--- config.mk ---
export PLATFORM = sky130hd
export DESIGN_NAME = clk_monitor
export DESIGN_NICKNAME = d
export VERILOG_FILES = /design/src/rtl/clk_monitor_pkg.sv /design/src/rtl/clk_monitor_sync.sv /design/src/rtl/clk_monitor.sv
export SDC_FILE = /design/constraint.sdc
export NUM_CORES = 1
export LEC_CHECK = 0
export ABC_AREA = 1
export ABC_CLOCK_PERIOD_IN_PS = 1700
export BUFFER_PORTS_ARGS = -buffer_cell sky130_fd_sc_hd__clkbuf_2
export CORE_ASPECT_RATIO = 2
export CORE_UTILIZATION = 41
export DETAILED_ROUTE_END_ITERATION = 7
export HOLD_SLACK_MARGIN = 0.1
export PLACE_DENSITY = 0.67
export SYNTH_ARGS = -nofsm -noshare
export SYNTH_HDL_FRONTEND = slang
export SYNTH_SLANG_ARGS = --single-unit
export TNS_END_PERCENT = 10
--- constraint.sdc ---
create_clock -name clkin -period 1.7 [get_ports clkin]
set_input_delay 0.17 -clock clkin [delete_from_list [all_inputs] [get_ports clkin]]
set_output_delay 0.17 -clock clkin [all_outputs]
set_load 0.01 [all_outputs]
--- src/rtl/clk_monitor_pkg.sv ---
// Shared types and helpers for the divided-clock monitor.
package clk_monitor_pkg;

  typedef enum logic [2:0] {
    IDLE,
    ACQUIRE,
    MEASURE,
    LOCKED,
    LOST
  } state_t;

  // Unsigned-safe window test: avoids underflow of (exp_period - tol).
  function automatic logic in_tol(input int unsigned period,
                                  input int unsigned exp_period,
                                  input int unsigned tol);
    return ((period + tol) >= exp_period) && (period <= (exp_period + tol));
  endfunction

endpackage

--- src/rtl/clk_monitor_sync.sv ---
// Synchronizer and registered rise/fall strobes for the divided clock.
// With CLK_MONITOR_GLITCH_FILTER_EN defined, a level must persist 2 cycles before it is accepted.
module clk_monitor_sync
#(
  parameter int SYNC_STAGES = 2
)
(
  input  logic clkin,
  input  logic rst,
  input  logic d,
  output logic rise,
  output logic fall
);

  logic [SYNC_STAGES-1:0] sync_q;
  logic                   s;
  logic                   s_d;

  assign s = sync_q[SYNC_STAGES-1];

  // The divider comes out of reset high, so the chain starts high too.
  always_ff @(posedge clkin or negedge rst) begin
    if (!rst) begin
      sync_q <= '1;
    end else begin
      sync_q <= {sync_q[SYNC_STAGES-2:0], d};
    end
  end

`ifdef CLK_MONITOR_GLITCH_FILTER_EN
  logic s_q;
  logic stable;

  assign stable = (s == s_q);

  always_ff @(posedge clkin or negedge rst) begin
    if (!rst) begin
      s_q  <= 1'b1;
      s_d  <= 1'b1;
      rise <= 1'b0;
      fall <= 1'b0;
    end else begin
      s_q  <= s;
      if (stable) begin
        s_d <= s;
      end
      rise <= stable & s & ~s_d;
      fall <= stable & ~s & s_d;
    end
  end
`else
  always_ff @(posedge clkin or negedge rst) begin
    if (!rst) begin
      s_d  <= 1'b1;
      rise <= 1'b0;
      fall <= 1'b0;
    end else begin
      s_d  <= s;
      rise <= s & ~s_d;
      fall <= ~s & s_d;
    end
  end
`endif

endmodule

--- src/rtl/clk_monitor.sv ---
// Divided-clock monitor: edge strobes, rise-to-rise period measurement, lock and loss detection.
// Optional glitch filtering in clk_monitor_sync is selected by CLK_MONITOR_GLITCH_FILTER_EN.
module clk_monitor
  import clk_monitor_pkg::*;
#(
  parameter int          SYNC_STAGES = 2,
  parameter int          PERIOD_W    = 8,
  parameter int unsigned EXP_PERIOD  = 4,
  parameter int unsigned TOL         = 0,
  parameter int unsigned LOCK_COUNT  = 4,
  parameter int unsigned TIMEOUT     = 16
)
(
  input  logic                clkin,
  input  logic                rst,
  input  logic                enable,
  input  logic                clk_div_in,
  output logic                rise_pulse,
  output logic                fall_pulse,
  output logic [PERIOD_W-1:0] period,
  output logic                period_valid,
  output logic                locked,
  output logic                lost
);

  //  state   | meaning
  //  IDLE    | monitor disabled, counters cleared, strobes suppressed
  //  ACQUIRE | waiting for the first rising edge to start the period counter
  //  MEASURE | counting consecutive in-tolerance periods toward lock
  //  LOCKED  | period within tolerance; any mismatch drops back to MEASURE
  //  LOST    | no edge for TIMEOUT cycles; next rise restarts measurement

  localparam int                MC_W      = $clog2(LOCK_COUNT + 1);
  localparam logic [PERIOD_W-1:0] CNT_MAX   = '1;
  localparam logic [PERIOD_W-1:0] TIMEOUT_V = PERIOD_W'(TIMEOUT);
  localparam logic [MC_W-1:0]     MC_LAST   = MC_W'(LOCK_COUNT - 1);

  state_t              state;
  state_t              state_nxt;
  logic [MC_W-1:0]     match_cnt;
  logic [MC_W-1:0]     match_nxt;
  logic [PERIOD_W-1:0] cnt;
  logic [PERIOD_W-1:0] idle_cnt;
  logic                have_rise;
  logic                rise_s;
  logic                fall_s;
  logic                pv_evt;
  logic                match;
  logic                timeout;

  clk_monitor_sync #(
    .SYNC_STAGES (SYNC_STAGES)
  ) u_sync (
    .clkin (clkin),
    .rst   (rst),
    .d     (clk_div_in),
    .rise  (rise_s),
    .fall  (fall_s)
  );

  assign pv_evt  = rise_s && have_rise;
  assign timeout = (idle_cnt == TIMEOUT_V);
  // A saturated counter means the real period is unknown, so it never matches.
  assign match   = pv_evt && in_tol(32'(cnt), EXP_PERIOD, TOL) && (cnt != CNT_MAX);

  always_ff @(posedge clkin or negedge rst) begin
    if (!rst) begin
      state     <= IDLE;
      match_cnt <= '0;
    end else begin
      state     <= state_nxt;
      match_cnt <= match_nxt;
    end
  end

  always_comb begin
    state_nxt = state;
    match_nxt = match_cnt;
    if (!enable) begin
      state_nxt = IDLE;
      match_nxt = '0;
    end else begin
      case (state)
        IDLE: begin
          state_nxt = ACQUIRE;
          match_nxt = '0;
        end
        ACQUIRE: begin
          if (rise_s) begin
            state_nxt = MEASURE;
            match_nxt = '0;
          end else if (timeout) begin
            state_nxt = LOST;
          end
        end
        MEASURE: begin
          if (pv_evt) begin
            if (!match) begin
              match_nxt = '0;
            end else if (match_cnt == MC_LAST) begin
              state_nxt = LOCKED;
              match_nxt = '0;
            end else begin
              match_nxt = match_cnt + 1'b1;
            end
          end else if (!rise_s && timeout) begin
            state_nxt = LOST;
          end
        end
        LOCKED: begin
          if (pv_evt && !match) begin
            state_nxt = MEASURE;
            match_nxt = '0;
          end else if (!rise_s && timeout) begin
            state_nxt = LOST;
          end
        end
        LOST: begin
          if (rise_s) begin
            state_nxt = MEASURE;
            match_nxt = '0;
          end
        end
        default: begin
          state_nxt = IDLE;
          match_nxt = '0;
        end
      endcase
    end
  end

  always_ff @(posedge clkin or negedge rst) begin
    if (!rst) begin
      cnt          <= '0;
      idle_cnt     <= '0;
      have_rise    <= 1'b0;
      period       <= '0;
      period_valid <= 1'b0;
    end else if (!enable || (state == IDLE)) begin
      cnt          <= '0;
      idle_cnt     <= '0;
      have_rise    <= 1'b0;
      period_valid <= 1'b0;
    end else begin
      period_valid <= pv_evt;
      if (rise_s) begin
        cnt       <= PERIOD_W'(1);
        have_rise <= 1'b1;
        if (have_rise) begin
          period <= cnt;
        end
      end else begin
        if (cnt != CNT_MAX) begin
          cnt <= cnt + 1'b1;
        end
        // After a loss the next rise only restarts counting.
        if (state_nxt == LOST) begin
          have_rise <= 1'b0;
        end
      end
      if (rise_s || fall_s) begin
        idle_cnt <= '0;
      end else if (idle_cnt != CNT_MAX) begin
        idle_cnt <= idle_cnt + 1'b1;
      end
    end
  end

  assign rise_pulse = rise_s && (state != IDLE);
  assign fall_pulse = fall_s && (state != IDLE);
  assign locked     = (state == LOCKED);
  assign lost       = (state == LOST);

endmodule

Word-level counts from Yosys, hierarchy flattened
Index checks and enable logic that the tools add are counted.
W data, S select, Z words.
{"block": "totals", "regBits": 37, "latch_bits": 0, "ram_bits": 0, "mem_bits_ro": 0, "inputBits": 4, "output_inout_bits": 13, "wordCells": 81, "mem_count": 0}
{"block": "classes", "n_addsub": 3, "mul": 0, "div_mod_pow": 0, "n_lt_le_gt_ge": 2, "eq_ne": 12, "n_shift": 0, "muxes": 27, "n_bitwise": 5, "reduce_logical": 21}
{"operator": "$mux W8", "count": 6}
{"operator": "$mux W3", "count": 15}
{"operator": "$add A8 B1 Y8 const B", "count": 2}
{"operator": "$ne A8 B8 Y1 const B", "count": 2}
{"operator": "$pmux W3 S5", "count": 1}
{"operator": "$reduce_bool A3 Y1", "count": 4}
{"operator": "$eq A3 B2 Y1 const B", "count": 3}
{"operator": "$pmux W3 S3", "count": 1}
{"operator": "$eq A8 B5 Y1 const B", "count": 1}
{"operator": "$ge A8 B3 Y1 const B", "count": 1}
{"operator": "$le A8 B3 Y1 const B", "count": 1}
{"operator": "$logic_and A1 B1 Y1", "count": 8}
{"operator": "$eq A3 B3 Y1 const B", "count": 2}
{"operator": "$ne A3 B2 Y1 const B", "count": 2}
{"operator": "$reduce_and A3 Y1", "count": 2}
{"operator": "$mux W1", "count": 4}
{"operator": "$add A3 B1 Y3 const B", "count": 1}
{"operator": "$eq A3 B1 Y1 const B", "count": 1}
{"operator": "$logic_not A1 Y1", "count": 3}
{"operator": "$logic_not A3 Y1", "count": 1}
{"operator": "$ne A3 B3 Y1 const B", "count": 1}
{"operator": "$not A1 Y1", "count": 3}
{"operator": "$and A1 B1 Y1", "count": 2}
{"operator": "$logic_or A1 B1 Y1", "count": 2}
{"operator": "$reduce_or A2 Y1", "count": 1}

Longest topological paths before layout
{"block": "logic_depth", "word_depth": 13, "depth_mapped": 11, "mapped_depth_nobuf": 11}

Hierarchy
Synthesis repeated with hierarchy kept, for this count alone.
{"block": "unflattened", "cells_unflattened": 239, "area_unflattened_um2": 2028.2}
{"module": "clk_monitor", "n_inst": 1, "cells_per_inst": 230, "area_per_inst_um2": 1884.3, "seq_area_each_um2": 800.8}
{"module": "clk_monitor_sync", "n_inst": 1, "cells_per_inst": 9, "area_per_inst_um2": 143.9, "seq_area_each_um2": 128.9}

Worst setup path before layout
Ideal clock, no wire load.
{"block": "synth_path", "path_type": "register -> register", "startpoint": "register cnt[0]", "endpoint": "register have_rise", "setup_ps": 116, "t_arrival_ps": 1220, "required_time_ps": 1584, "slack_ps": 364, "stages_incl_launch_ff": 12, "path_buffers": 0, "period_less_slack_ps": 1336, "path_cell_list": "dfrtp_1 inv_1 ha_1 nand3_1 nor2_1 nor2_1 nor2_1 nand2_1 nand2_1 nand2_1 nand2_1 nand2_1"}
{"block": "synth_between", "elab_chain_cells": 11, "elab_cells_between_ends": 15, "classes_between": "order compare (2); eq/ne (2); mux (5); reduce/logical (6)"}
{"item": "from (decl)", "line": "clk_monitor.sv:42", "rtl": "logic [PERIOD_W-1:0] cnt;"}
{"item": "from (signal assigned)", "line": "clk_monitor.sv:154", "rtl": "cnt <= cnt + 1'b1;"}
{"item": "$ge A8 B3 Y1 or $le A8 B3 Y1 (tied branches)", "line": "clk_monitor_pkg.sv:16", "rtl": "return ((period + tol) >= exp_period) && (period <= (exp_period + tol));"}
{"item": "$logic_and A1 B1 Y1", "line": "clk_monitor_pkg.sv:16"}
{"item": "$logic_and A1 B1 Y1", "line": "clk_monitor.sv:64", "rtl": "assign match = pv_evt && in_tol(32'(cnt), EXP_PERIOD, TOL) && (cnt != CNT_MAX);"}
{"item": "$logic_and A1 B1 Y1 *", "line": "clk_monitor.sv:64"}
{"item": "$logic_not A1 Y1", "line": "clk_monitor.sv:111", "rtl": "if (pv_evt && !match) begin"}
{"item": "$logic_and A1 B1 Y1", "line": "clk_monitor.sv:111"}
{"item": "$mux W3", "line": "clk_monitor.sv:111"}
{"item": "$pmux W3 S5 *", "line": "clk_monitor.sv:83", "rtl": "case (state)"}
{"item": "$mux W3 *", "line": "clk_monitor.sv:79", "rtl": "if (!enable) begin"}
{"item": "$eq A3 B3 Y1 *", "line": "clk_monitor.sv:157", "rtl": "if (state_nxt == LOST) begin"}
{"item": "$reduce_bool A3 Y1 (no line) *"}
{"item": "to (signal assigned)", "line": "clk_monitor.sv:142", "rtl": "have_rise <= 1'b0;"}
{"item": "to (signal assigned)", "line": "clk_monitor.sv:148", "rtl": "have_rise <= 1'b1;"}
{"item": "to (signal assigned)", "line": "clk_monitor.sv:158", "rtl": "have_rise <= 1'b0;"}
{"item": "to (decl)", "line": "clk_monitor.sv:44", "rtl": "logic have_rise;"}
Every way passes the cells marked *; elsewhere a longest branch is shown, timed or not.
A chain may end at the register's enable or synchronous reset.

Final worst setup path
{"block": "layout_path", "startpoint": "register state[0]", "endpoint": "output rise_pulse"}
{"block": "layout_between", "elab_chain_cells": 2}
{"item": "from (decl)", "line": "clk_monitor.sv:38", "rtl": "state_t state;"}
{"item": "from (signal assigned)", "line": "clk_monitor.sv:71", "rtl": "state <= state_nxt;"}
{"item": "$reduce_bool A3 Y1", "line": "clk_monitor.sv:169", "rtl": "assign rise_pulse = rise_s && (state != IDLE);"}
{"item": "$logic_and A1 B1 Y1", "line": "clk_monitor.sv:169"}
{"item": "to (decl)", "line": "clk_monitor.sv:18", "rtl": "output logic rise_pulse,"}
No other way between the ends.

==> impl_metrics.tcl <==
set metrics [dict create \
    finish.utilization_pct 49.7 \
    first_global_vias 1687 \
    reg2regPathDepth 7 \
    floorplan.rows 35 \
    drt-wirelength-per-cell_um 13.0 \
    ys_seq_elements 37 \
    slew_viols_final 0 \
    tns_ns 0 \
    worstSetupPathType "flip-flop to output port" \
    setup.worst_path.start "state[0]" \
    detailroute.via_count 1609 \
    die_ht_um 99.9 \
    drcViolationCount 0 \
    boundaryPins 17 \
    clockBufferDepth 2 \
    crit_path_max_incr_delay_ns 0.42 \
    cts_tree "built" \
    crit-reg2reg-launch "idle_cnt[0]" \
    num-fill-cells 464 \
    internal_power_uw 1540 \
    max_capacitance_violation_count 0 \
    hold_path_class "primary input to flip-flop" \
    final_period_minus_worst_setup_slack_ns 1.61 \
    antenna_found_initial 0 \
    tritoncts_num_sinks 37 \
    relSlewSlack_pct 67.8 \
    cp_common_cell "sky130_fd_sc_hd__nor2_1" \
    crit_end "rise_pulse" \
    clk_pin_slew_ns 0.07 \
    dpl_hpwl_mm 3.19 \
    netlist_instances 237 \
    min_period_over_period_pct 94.5 \
    yosysUniqueCellTypes 30 \
    reg2reg_setup_slack_ns 0.18 \
    finalHoldViolations 0 \
    postRouteWirelength_mm 4.15 \
    reg2reg_to "idle_cnt[4]" \
    multi_input_area_um2 878 \
    p_clk_share_pct 45.8 \
    floorplan.initialDensity_pct 42.7 \
    finalNetCount 271 \
    drtPass1Iterations 4 \
    part_of_the_power_in_registers_pct 46.1 \
    static_leakage_uw 0.00113 \
    grt_start_max_net_pins 38 \
    rsz_0062_raised_after_global_routing "no" \
    synth_enable_flop_cells 0 \
    worst_pin_slew_ns 0.482 \
    drt_first_iter_violations 18 \
    async_flop_share_pct 100 \
    grt_first_pass_wirelength_mm 7.22 \
    die_width_um 51.0 \
    run_status "complete, no violations" \
    postSynthNetCount 246 \
    worstPathArrival_ns 1.44 \
    synth.largest_area_cell "sky130_fd_sc_hd__dfrtp_1" \
    p_switching_uw 464 \
    setup_viol 0 \
    post_synth_instance_area_um2 1970 \
    finalClockSkew_ns 0.00864 \
    grt_use_total_pct 18.9 \
    synthFlopType "sky130_fd_sc_hd__dfrtp_1" \
    finalWeightedCongestion 0.839 \
    cts_root_buf "sky130_fd_sc_hd__clkbuf_8" \
    htree_levels 2 \
    cp-start-kind "flip-flop" \
    ant_nets 0 \
    slowest_stage "sky130_fd_sc_hd__dfrtp_1" \
    ys_seq_area_share_pct 47.3 \
    seq_area_um2 931 \
    power-per-cell-area_nw_per_um2 876 \
    synthesis.yosys.warnings 0 \
    n_antenna_cell 0 \
    ordered_cell_list_for_the_critical_path "nor2_1, inv_2, nor2_1, nor2_1, clkbuf_2" \
    placeableCoreArea_um2 4600 \
    synthToLayoutAreaGrowth_pct 16.2 \
    hold-worst-slack_ns 0.224 \
    maximum_clock_rate_ghz 0.622 \
    die_area_um2 5090 \
    clkLatencyLatePin_ns 0.29 \
    post-synth-top-count-cell "sky130_fd_sc_hd__nand2_1" \
    path_max_fanout 4 \
    combinationalPowerShare_pct 8.1 \
    netlist.area_leader.share_pct 43.3 \
    worst_setup_path_end_kind "output port" \
    via_per_inst 5.06 \
    number_of_buffers_added_by_the_clock_tree_synthesis_step 5 \
    vdd.ir_drop.worst_mv 0.979 \
    buffer_ports.inserted 16 \
    yosys-top-cells-area "sky130_fd_sc_hd__dfrtp_1 43%, sky130_fd_sc_hd__nand2_1 9.7%, sky130_fd_sc_hd__inv_1 7.3%, sky130_fd_sc_hd__nor2_1 5.5%, sky130_fd_sc_hd__o21ai_0 4.1%" \
    avgSynthCellArea_um2 8.29 \
    global_route.overflow_total 0 \
    post_synth_most_frequent_cells "51 x sky130_fd_sc_hd__nand2_1, 38 x sky130_fd_sc_hd__inv_1, 34 x sky130_fd_sc_hd__dfrtp_1, 29 x sky130_fd_sc_hd__nor2_1, 16 x sky130_fd_sc_hd__o21ai_0" \
    layout-drive-gt1-share_pct 22.1 \
    worst-endpoint-required_ns 1.53 \
    power_switching_share_pct 23.2 \
]
## cells in the final DEF, fill, tap and decap left out, drive strengths merged
| master | netlist | routed |
|---|---|---|
| nand3b | 1 | 1 |
| o21ai | 19 | 19 |
| nor3b | 1 | 1 |
| nand2 | 55 | 55 |
| o211ai | 1 | 1 |
| dfrtp | 34 | 34 |
| nand3 | 14 | 14 |
| nor3 | 3 | 3 |
| a21oi | 15 | 15 |
| bufinv | 0 | 2 |
| a211oi | 5 | 5 |
| buf | 1 | 2 |
| a22oi | 2 | 2 |
| clkinv | 0 | 1 |
| nor2 | 34 | 34 |
| nor4 | 1 | 1 |
| dfstp | 3 | 3 |
| ha | 5 | 5 |
| dlygate4sd3 | 0 | 2 |
| nand4 | 1 | 1 |
| inv | 41 | 41 |
| clkbuf | 1 | 21 |
## state kept, by name, summed over array words and instances, names as in the netlist
name,flops
cnt,8
have_rise,1
idle_cnt,8
match_cnt,3
period,8
period_valid,1
state,3
u_sync.fall,1
u_sync.rise,1
u_sync.s_d,1
u_sync.sync_q,2
## worst min path at each step
stage / startpoint / endpoint / cells after the start
5_1_grt: enable / state[1] / 3
3_3_place_gp: rst / idle_cnt[2] / 2
4_1_cts: enable / state[1] / 3
2_1_floorplan: rst / cnt[0] / 0
3_5_place_dp: rst / idle_cnt[2] / 2
6_report: enable / state[1] / 3
## cells by family (layout without fill, tap and decap cells)
| group | Yosys count | count (layout) | share of synthesized area [%] |
|---|---|---|---|
| and+or+nand+nor | 110 | 110 | 27.7 |
| buffers and inverters | 43 | 69 | 8.78 |
| AOI/OAI and AO/OA | 42 | 42 | 13.0 |
| DFF | 37 | 37 | 47.3 |
| adders and majority gates | 5 | 5 | 3.18 |
## per-layer routing
metal / global-route usage [%] / wire, µm
met5: 0 / 0
met4: 9.83 / 94
met3: 2.27 / 58
met2: 36.2 / 2410
met1: 18.7 / 1590
## layout make-up
class                           instances  area share (%)
Clock buffer                            5            3.01
Multi-Input combinational cell        157            38.5
Inverter                               41            6.85
Sequential cell                        37            40.8
Timing Repair Buffer                   20            5.04
Tap cell                               55            3.01
Clock inverter                          3            2.85
## power groups by stage
stage | logic, µW | registers, µW | clock network, µW
floorplan | 99.2 | 934 | 0
global placement | 152 | 937 | 0
detailed placement | 153 | 938 | 0
CTS | 157 | 921 | 937
global route | 186 | 924 | 964
finish | 162 | 922 | 917
## critical path, delay by kind of cell, from the launching register on
kind                   cells  cell delay, ns
AND/OR/NAND/NOR            3            0.50
flip-flops                 1            0.42
buffers and inverters      2            0.21
## metrics by stage
step                worst slack [ns]  std cells  power, µW  area, µm²
global route                0.000774        318       2070       2280
CTS                           0.0794        317       2020       2260
detailed placement             0.113        307       1090       2110
global placement               0.172        307       1090       2110
finish                        0.0928        318       2000       2280
floorplan                      0.364        237       1030       1970
## timing repair
| item | CTS | global route |
|---|---|---|
| hold endpoints to repair | 35 | 0 |
| gates resized for setup | 0 | 6 |
| endpoints found under the setup margin | 0 | 7 |
| setup buffers | 0 | 1 |
| hold buffers | 2 | 0 |
No activity file was read; power rests on OpenSTA's default activity.
